==> config.mk <==
export PLATFORM = sky130hd
export DESIGN_NAME = rx_msg_sequencer
export DESIGN_NICKNAME = d
export VERILOG_FILES = /design/src/rtl/rx_msg_pkg.sv /design/src/rtl/sat_counter.sv /design/src/rtl/rx_msg_sequencer.sv
export SDC_FILE = /design/constraint.sdc
export NUM_CORES = 1
export LEC_CHECK = 0
export ABC_AREA = 1
export ABC_CLOCK_PERIOD_IN_PS = 3700
export CAP_MARGIN = 15
export CORE_AREA = 2 2 119 86
export DETAILED_ROUTE_END_ITERATION = 7
export DIE_AREA = 0 0 121 88
export PLACE_DENSITY = 0.83
export SLEW_MARGIN = 20
export SYNTH_ARGS = -nofsm -noshare
export SYNTH_HDL_FRONTEND = slang
export SYNTH_SLANG_ARGS = --single-unit
==> constraint.sdc <==
create_clock -name Clock -period 3.7 [get_ports Clock]
set_clock_uncertainty 0.05 [all_clocks]
set_input_delay 0.37 -clock Clock [delete_from_list [all_inputs] [get_ports Clock]]
set_output_delay 0.37 -clock Clock [all_outputs]
set_load 0.01 [all_outputs]
==> src/rtl/rx_msg_pkg.sv <==
// Shared types for the receive message sequencer: FSM states, acknowledge
// status codes and the width of the error/sequence counters.
package rx_msg_pkg;

    localparam int COUNT_W = 8;

    typedef enum logic [1:0] {
        IDLE  = 2'd0,
        CHECK = 2'd1,
        ACK   = 2'd2
    } seqState_t;

    typedef enum logic [1:0] {
        OK       = 2'd0,
        BAD_SYNC = 2'd1,
        BAD_FMT  = 2'd2,
        BUSY     = 2'd3
    } ackStatus_t;

endpackage

==> src/rtl/sat_counter.sv <==
// Saturating incrementer: counts single-cycle increment requests and sticks
// at all-ones instead of wrapping.
module sat_counter
    import rx_msg_pkg::*;
(
    input  logic               Clock,
    input  logic               Clear_n,
    input  logic               inc,
    output logic [COUNT_W-1:0] count
);

    // Count up on each request until the counter is full, then hold.
    always_ff @(posedge Clock or negedge Clear_n) begin
        if (!Clear_n) begin
            count <= '0;
        end else if (inc && (count != {COUNT_W{1'b1}})) begin
            count <= count + COUNT_W'(1);
        end
    end

endmodule

==> src/rtl/rx_msg_sequencer.sv <==
// Receive message sequencer: latches the header of each completed message,
// validates it, hands good messages to one of two buffer consumers and
// requests an acknowledge carrying the verdict.
// Optional feature: define SEQ_CHECK_EN to enable sequence-number gap checking;
// without it SeqGap and SeqErrCount are tied to zero.
module rx_msg_sequencer
    import rx_msg_pkg::*;
#(
    parameter logic [15:0] ID1  = 16'd101,
    parameter logic [15:0] ID2  = 16'd102,
    parameter logic [15:0] SYNC = 16'h1234,
    parameter logic [15:0] LEN1 = 16'd32,
    parameter logic [15:0] LEN2 = 16'd32
) (
    input  logic               Clock,
    input  logic               Clear_n,
    input  logic [15:0]        SyncWord,
    input  logic [15:0]        MessageID,
    input  logic [15:0]        ByteCount,
    input  logic [15:0]        SequenceNumber,
    input  logic               MessageComplete,
    output logic               Msg1Start,
    output logic               Msg2Start,
    input  logic               Msg1Done,
    input  logic               Msg2Done,
    output logic               Msg1Busy,
    output logic               Msg2Busy,
    output logic               AckReq,
    input  logic               AckGrant,
    output logic [15:0]        AckId,
    output logic [15:0]        AckSeq,
    output logic [1:0]         AckStatus,
    output logic [COUNT_W-1:0] ErrCount,
    output logic               Overrun,
    output logic               SeqGap,
    output logic [COUNT_W-1:0] SeqErrCount
);

    seqState_t   state;
    seqState_t   nextState;
    ackStatus_t  checkStatus;

    logic        pending;
    logic [15:0] latSync;
    logic [15:0] latId;
    logic [15:0] latCount;
    logic [15:0] latSeq;
    logic        errInc;

    // One-deep event latch; a completion that arrives while one is still
    // pending is dropped and remembered as an overrun.
    always_ff @(posedge Clock or negedge Clear_n) begin
        if (!Clear_n) begin
            pending  <= 1'b0;
            latSync  <= '0;
            latId    <= '0;
            latCount <= '0;
            latSeq   <= '0;
            Overrun  <= 1'b0;
        end else begin
            if (MessageComplete && !pending) begin
                pending  <= 1'b1;
                latSync  <= SyncWord;
                latId    <= MessageID;
                latCount <= ByteCount;
                latSeq   <= SequenceNumber;
            end else if (MessageComplete && pending) begin
                Overrun <= 1'b1;
            end
            if (state == CHECK) begin
                pending <= 1'b0;
            end
        end
    end

    // Header verdict in priority order: sync, then format, then buffer ownership.
    always_comb begin
        checkStatus = OK;
        if (latSync != SYNC) begin
            checkStatus = BAD_SYNC;
        end else if (latId == ID1) begin
            if (latCount != LEN1) begin
                checkStatus = BAD_FMT;
            end else if (Msg1Busy) begin
                checkStatus = BUSY;
            end
        end else if (latId == ID2) begin
            if (latCount != LEN2) begin
                checkStatus = BAD_FMT;
            end else if (Msg2Busy) begin
                checkStatus = BUSY;
            end
        end else begin
            checkStatus = BAD_FMT;
        end
    end

    // State register.
    always_ff @(posedge Clock or negedge Clear_n) begin
        if (!Clear_n) begin
            state <= IDLE;
        end else begin
            state <= nextState;
        end
    end

    // Next state; a completion seen in IDLE starts checking on the capture
    // edge so Start/AckReq appear two cycles after MessageComplete.
    always_comb begin
        nextState = state;
        case (state)
            IDLE:    if (pending || MessageComplete) nextState = CHECK;
            CHECK:   nextState = ACK;
            ACK:     if (AckGrant) nextState = IDLE;
            default: nextState = IDLE;
        endcase
    end

    assign AckReq = (state == ACK);

    // Dispatch, buffer ownership and acknowledge payload, all loaded on the
    // CHECK-to-ACK edge so the payload stays fixed for the whole handshake.
    always_ff @(posedge Clock or negedge Clear_n) begin
        if (!Clear_n) begin
            Msg1Start <= 1'b0;
            Msg2Start <= 1'b0;
            Msg1Busy  <= 1'b0;
            Msg2Busy  <= 1'b0;
            AckId     <= '0;
            AckSeq    <= '0;
            AckStatus <= '0;
        end else begin
            Msg1Start <= 1'b0;
            Msg2Start <= 1'b0;
            if (Msg1Done) begin
                Msg1Busy <= 1'b0;
            end
            if (Msg2Done) begin
                Msg2Busy <= 1'b0;
            end
            if (state == CHECK) begin
                AckId     <= latId;
                AckSeq    <= latSeq;
                AckStatus <= checkStatus;
                if (checkStatus == OK) begin
                    if (latId == ID1) begin
                        Msg1Start <= 1'b1;
                        Msg1Busy  <= 1'b1;
                    end else begin
                        Msg2Start <= 1'b1;
                        Msg2Busy  <= 1'b1;
                    end
                end
            end
        end
    end

    assign errInc = (state == CHECK) && (checkStatus != OK);

    sat_counter uErrCount (
        .Clock   (Clock),
        .Clear_n (Clear_n),
        .inc     (errInc),
        .count   (ErrCount)
    );

`ifdef SEQ_CHECK_EN
    logic [15:0] expSeq;
    logic        seqMiss;

    assign seqMiss = (state == CHECK) && (latSeq != expSeq);

    // Track the expected sequence number, resyncing to whatever arrived.
    always_ff @(posedge Clock or negedge Clear_n) begin
        if (!Clear_n) begin
            expSeq <= '0;
            SeqGap <= 1'b0;
        end else if (state == CHECK) begin
            expSeq <= latSeq + 16'd1;
            if (seqMiss) begin
                SeqGap <= 1'b1;
            end
        end
    end

    sat_counter uSeqErrCount (
        .Clock   (Clock),
        .Clear_n (Clear_n),
        .inc     (seqMiss),
        .count   (SeqErrCount)
    );
`else
    assign SeqGap      = 1'b0;
    assign SeqErrCount = '0;
`endif

endmodule

==> run_results.csv <==
group,metric,value,unit
timing,timing.setup.tns,0,ps
setup_path,critPathRequiredTime,3940,ps
power,p_clk_share,29.7,%
synth,synth_edf_count,0,
timing,fin_crit_sh,52.1,%
run,max-cap-violations,0,
synth,synthFlopType,"dfrtp_1",
synth,synth_common_cells,"dfrtp_1, nand2_1, mux2_2, nor2_1, inv_1",
placed_design,gp_congestion,0.786,
route,vias,3478,
route,wire_per_inst,14.6,um
setup_path,startpoint_type,"register",
clocking,cts_tree,"done",
route,drtIter0Drc,220,
timing,hold_viol,0,
placed_design,portBuffers,117,
power,seqPwrFrac,39.6,%
power,netSwitchingPower,1.69,mW
route,viasPerCell,4.88,
clocking,htreeDepth,4,
synth,synth_top_area_share,61.1,%
power,powerDensity,834,mW/mm^2
global_route,overflow,0,
setup_path,crit_path_end_kind,"register",
min_path,hold_path.class,"register to register",
route,routed_wl,10.4,mm
global_route,grt_pass1_wl,17.2,mm
synth,synth_top_area_cell,"dfrtp_1",
global_route,grt_start_max_net_pins,81,
synth,syn-instance-count,449,
setup_path,cp_max_fo,13,
timing,tightestPinTransition,934,ps
synth,synthDistinctLibCells,29,
placed_design,dp.final_hpwl,6.96,mm
timing,period_needed,1930,ps
timing,finalMaxSlewViolations,0,
layout,fin_nets,643,
layout,antennaDiodeCount,0,
route,drcViolationCount,0,
global_route,antenna_found_initial,0,
clocking,ctsResizeCount,0,
clocking,insertion_delay,400,ps
die,core_area,0.00950,mm^2
timing,slew_headroom,37.7,%
global_route,gr-usage-all-layers,21.2,%
synth,synthTopCellsByArea,"dfrtp_1, mux2_2, nand2_1",
synth,ys_ff_latch,114,
synth,ys_async_sr_fraction,100,%
timing,rsz0062_at_grt,"no",
layout,syn2layout_area_growth,39.8,%
die,design.die.area,0.0106,mm^2
die,fp-row-count,30,
power,internal_power,3.76,mW
clocking,cts_made_buffers,17,
layout,final_util,68.7,%
power,irDropWorstVdd,0.471,mV
power,p_leak,3.05,nW
power,power_frac_comb,30.7,%
die,die_w,121,um
die,die_y,88,um
die,io_pins,127,
synth,yosysSeqAreaShare,61.1,%
clocking,clockBufferDepth,2,
synth,synth.avg_cell_area,10.4,um^2
route,ant_nets,0,
setup_path,crit_type,"register to register",
synth,synthesis.area,0.00467,mm^2
synth,yosysMostFrequentCell,"dfrtp_1",
timing,max_freq,519,MHz
layout,drive_gt1_share,16.2,%
synth,yosys_warnings,0,
setup_path,arrival,2170,ps
clocking,clkTransAtPathRegs,50,ps
die,start_util,49.2,%
clocking,clock_sink_count,114,
timing,setup_viol,0,
power,switching_share,31.0,%
clocking,cts_root_buffer,"clkbuf_16",
run_status,status,"finished clean",
route,drt_first_pass_iters,4,
global_route,grt_pass1_vias,3621,
worst paths after layout:
kind                                 from  cells past startpoint  slack, ps                  to
worst min register to register   state[0]                      1        390            state[0]
max in group asynchronous         Clear_n                      3       2280           Msg1Start
worst max register to register  latId[11]                     10       1770  uErrCount.count[4]
min in group asynchronous         Clear_n                      2        430           latSeq[9]
worst min-delay path             state[0]                      1        390            state[0]
worst max-delay path            latId[11]                     10       1770  uErrCount.count[4]
logic make-up (layout without fill, tap and decap cells):
kind of cell               Yosys count  in the layout  synth area share, %
adders and majority gates            1              1                0.268
AOI/OAI and AO/OA                   33             33                 3.86
xor gates and xnor gates             3              3                0.563
DFF                                114            114                 61.1
muxes                               48             48                 11.6
buffers and inverters               57            185                 5.65
and+or+nand+nor                    192            192                 16.9
other                                1              9               0.0803
per-layer routing:
layer | share of wire, % | GRT usage (%) | vias to the layer above | routed length (um)
met1 | 42 | 24.8 | 1679 | 4400
met4 | 1.7 | 10.0 | 0 | 178
li1 | - | - | 1671 | -
met2 | 50 | 36.1 | 113 | 5240
met3 | 5.9 | 6.77 | 15 | 618
met5 | 0 | 0 | - | 0
placed cells by master (no fill, tap or decap), types with 9 or more instances in the layout:
| cell type | netlist | layout |
|---|---|---|
| mux2_2 | 48 | 48 |
| clkbuf_16 | 0 | 17 |
| clkdlybuf4s50_1 | 0 | 116 |
| inv_1 | 30 | 30 |
| a21oi_1 | 16 | 16 |
| nor2_1 | 48 | 48 |
| nand4_1 | 10 | 10 |
| nand3_1 | 9 | 9 |
| dfrtp_1 | 114 | 114 |
| o21ai_0 | 14 | 14 |
| nand2_1 | 113 | 112 |
| conb_1 | 1 | 9 |
repair_timing:
action / 4_1_cts / 5_1_grt
buffers inserted: 0 / 0
endpoints found under the setup margin: 0 / 0
hold buffers: 1 / 0
hold endpoints to repair: 39 / 0
power by group through the flow:
| stage | clock [mW] | combinational [mW] | sequential (mW) |
|---|---|---|---|
| floorplan | 0 | 0.907 | 2.16 |
| finish | 1.62 | 1.67 | 2.16 |
| global placement | 0 | 1.60 | 2.12 |
| detailed placement | 0 | 1.68 | 2.16 |
| global route | 1.71 | 1.85 | 2.23 |
| CTS | 1.64 | 1.70 | 2.16 |
registers in the layout (all words and copies together), names as in the netlist:
name / flops
latSeq: 16
AckStatus: 2
state: 2
latCount: 16
Msg1Start: 1
AckSeq: 16
latId: 16
Msg2Start: 1
Msg2Busy: 1
AckId: 16
Msg1Busy: 1
latSync: 16
Overrun: 1
pending: 1
uErrCount.count: 8
per-stage QoR:
step	worst slack (ps)	cell area (um^2)	std cells	hold slack, ps	power, mW
after global placement	1530	5920	680	311	3.72
after global routing	1580	6530	713	426	5.79
after CTS	1760	6530	713	383	5.50
final	1770	6530	713	388	5.45
after floorplan	2170	4700	457	24.4	3.07
after detailed placement	1490	5920	680	317	3.84
area by class of cell:
cell class / instances / area, um^2
tap: 128 / 160
inverter: 31 / 116
sequential: 114 / 2850
clock inverter: 9 / 103
timing repair buffer: 122 / 1210
multi-input combinational: 286 / 1590
fill: 709 / 2970
clock buffer: 23 / 498
worst max-delay path: stages (launching register included):
cell	delay (ps)
dfrtp_1	400
nor2_1	130
nand2_1	90
nor2_2	190
nand2_2	140
nand2_1	110
nand2_1	70
nand3_2	210
nand3_1	230
nand2_1	130
nand2_1	50
(Power assumes the default switching activity.)
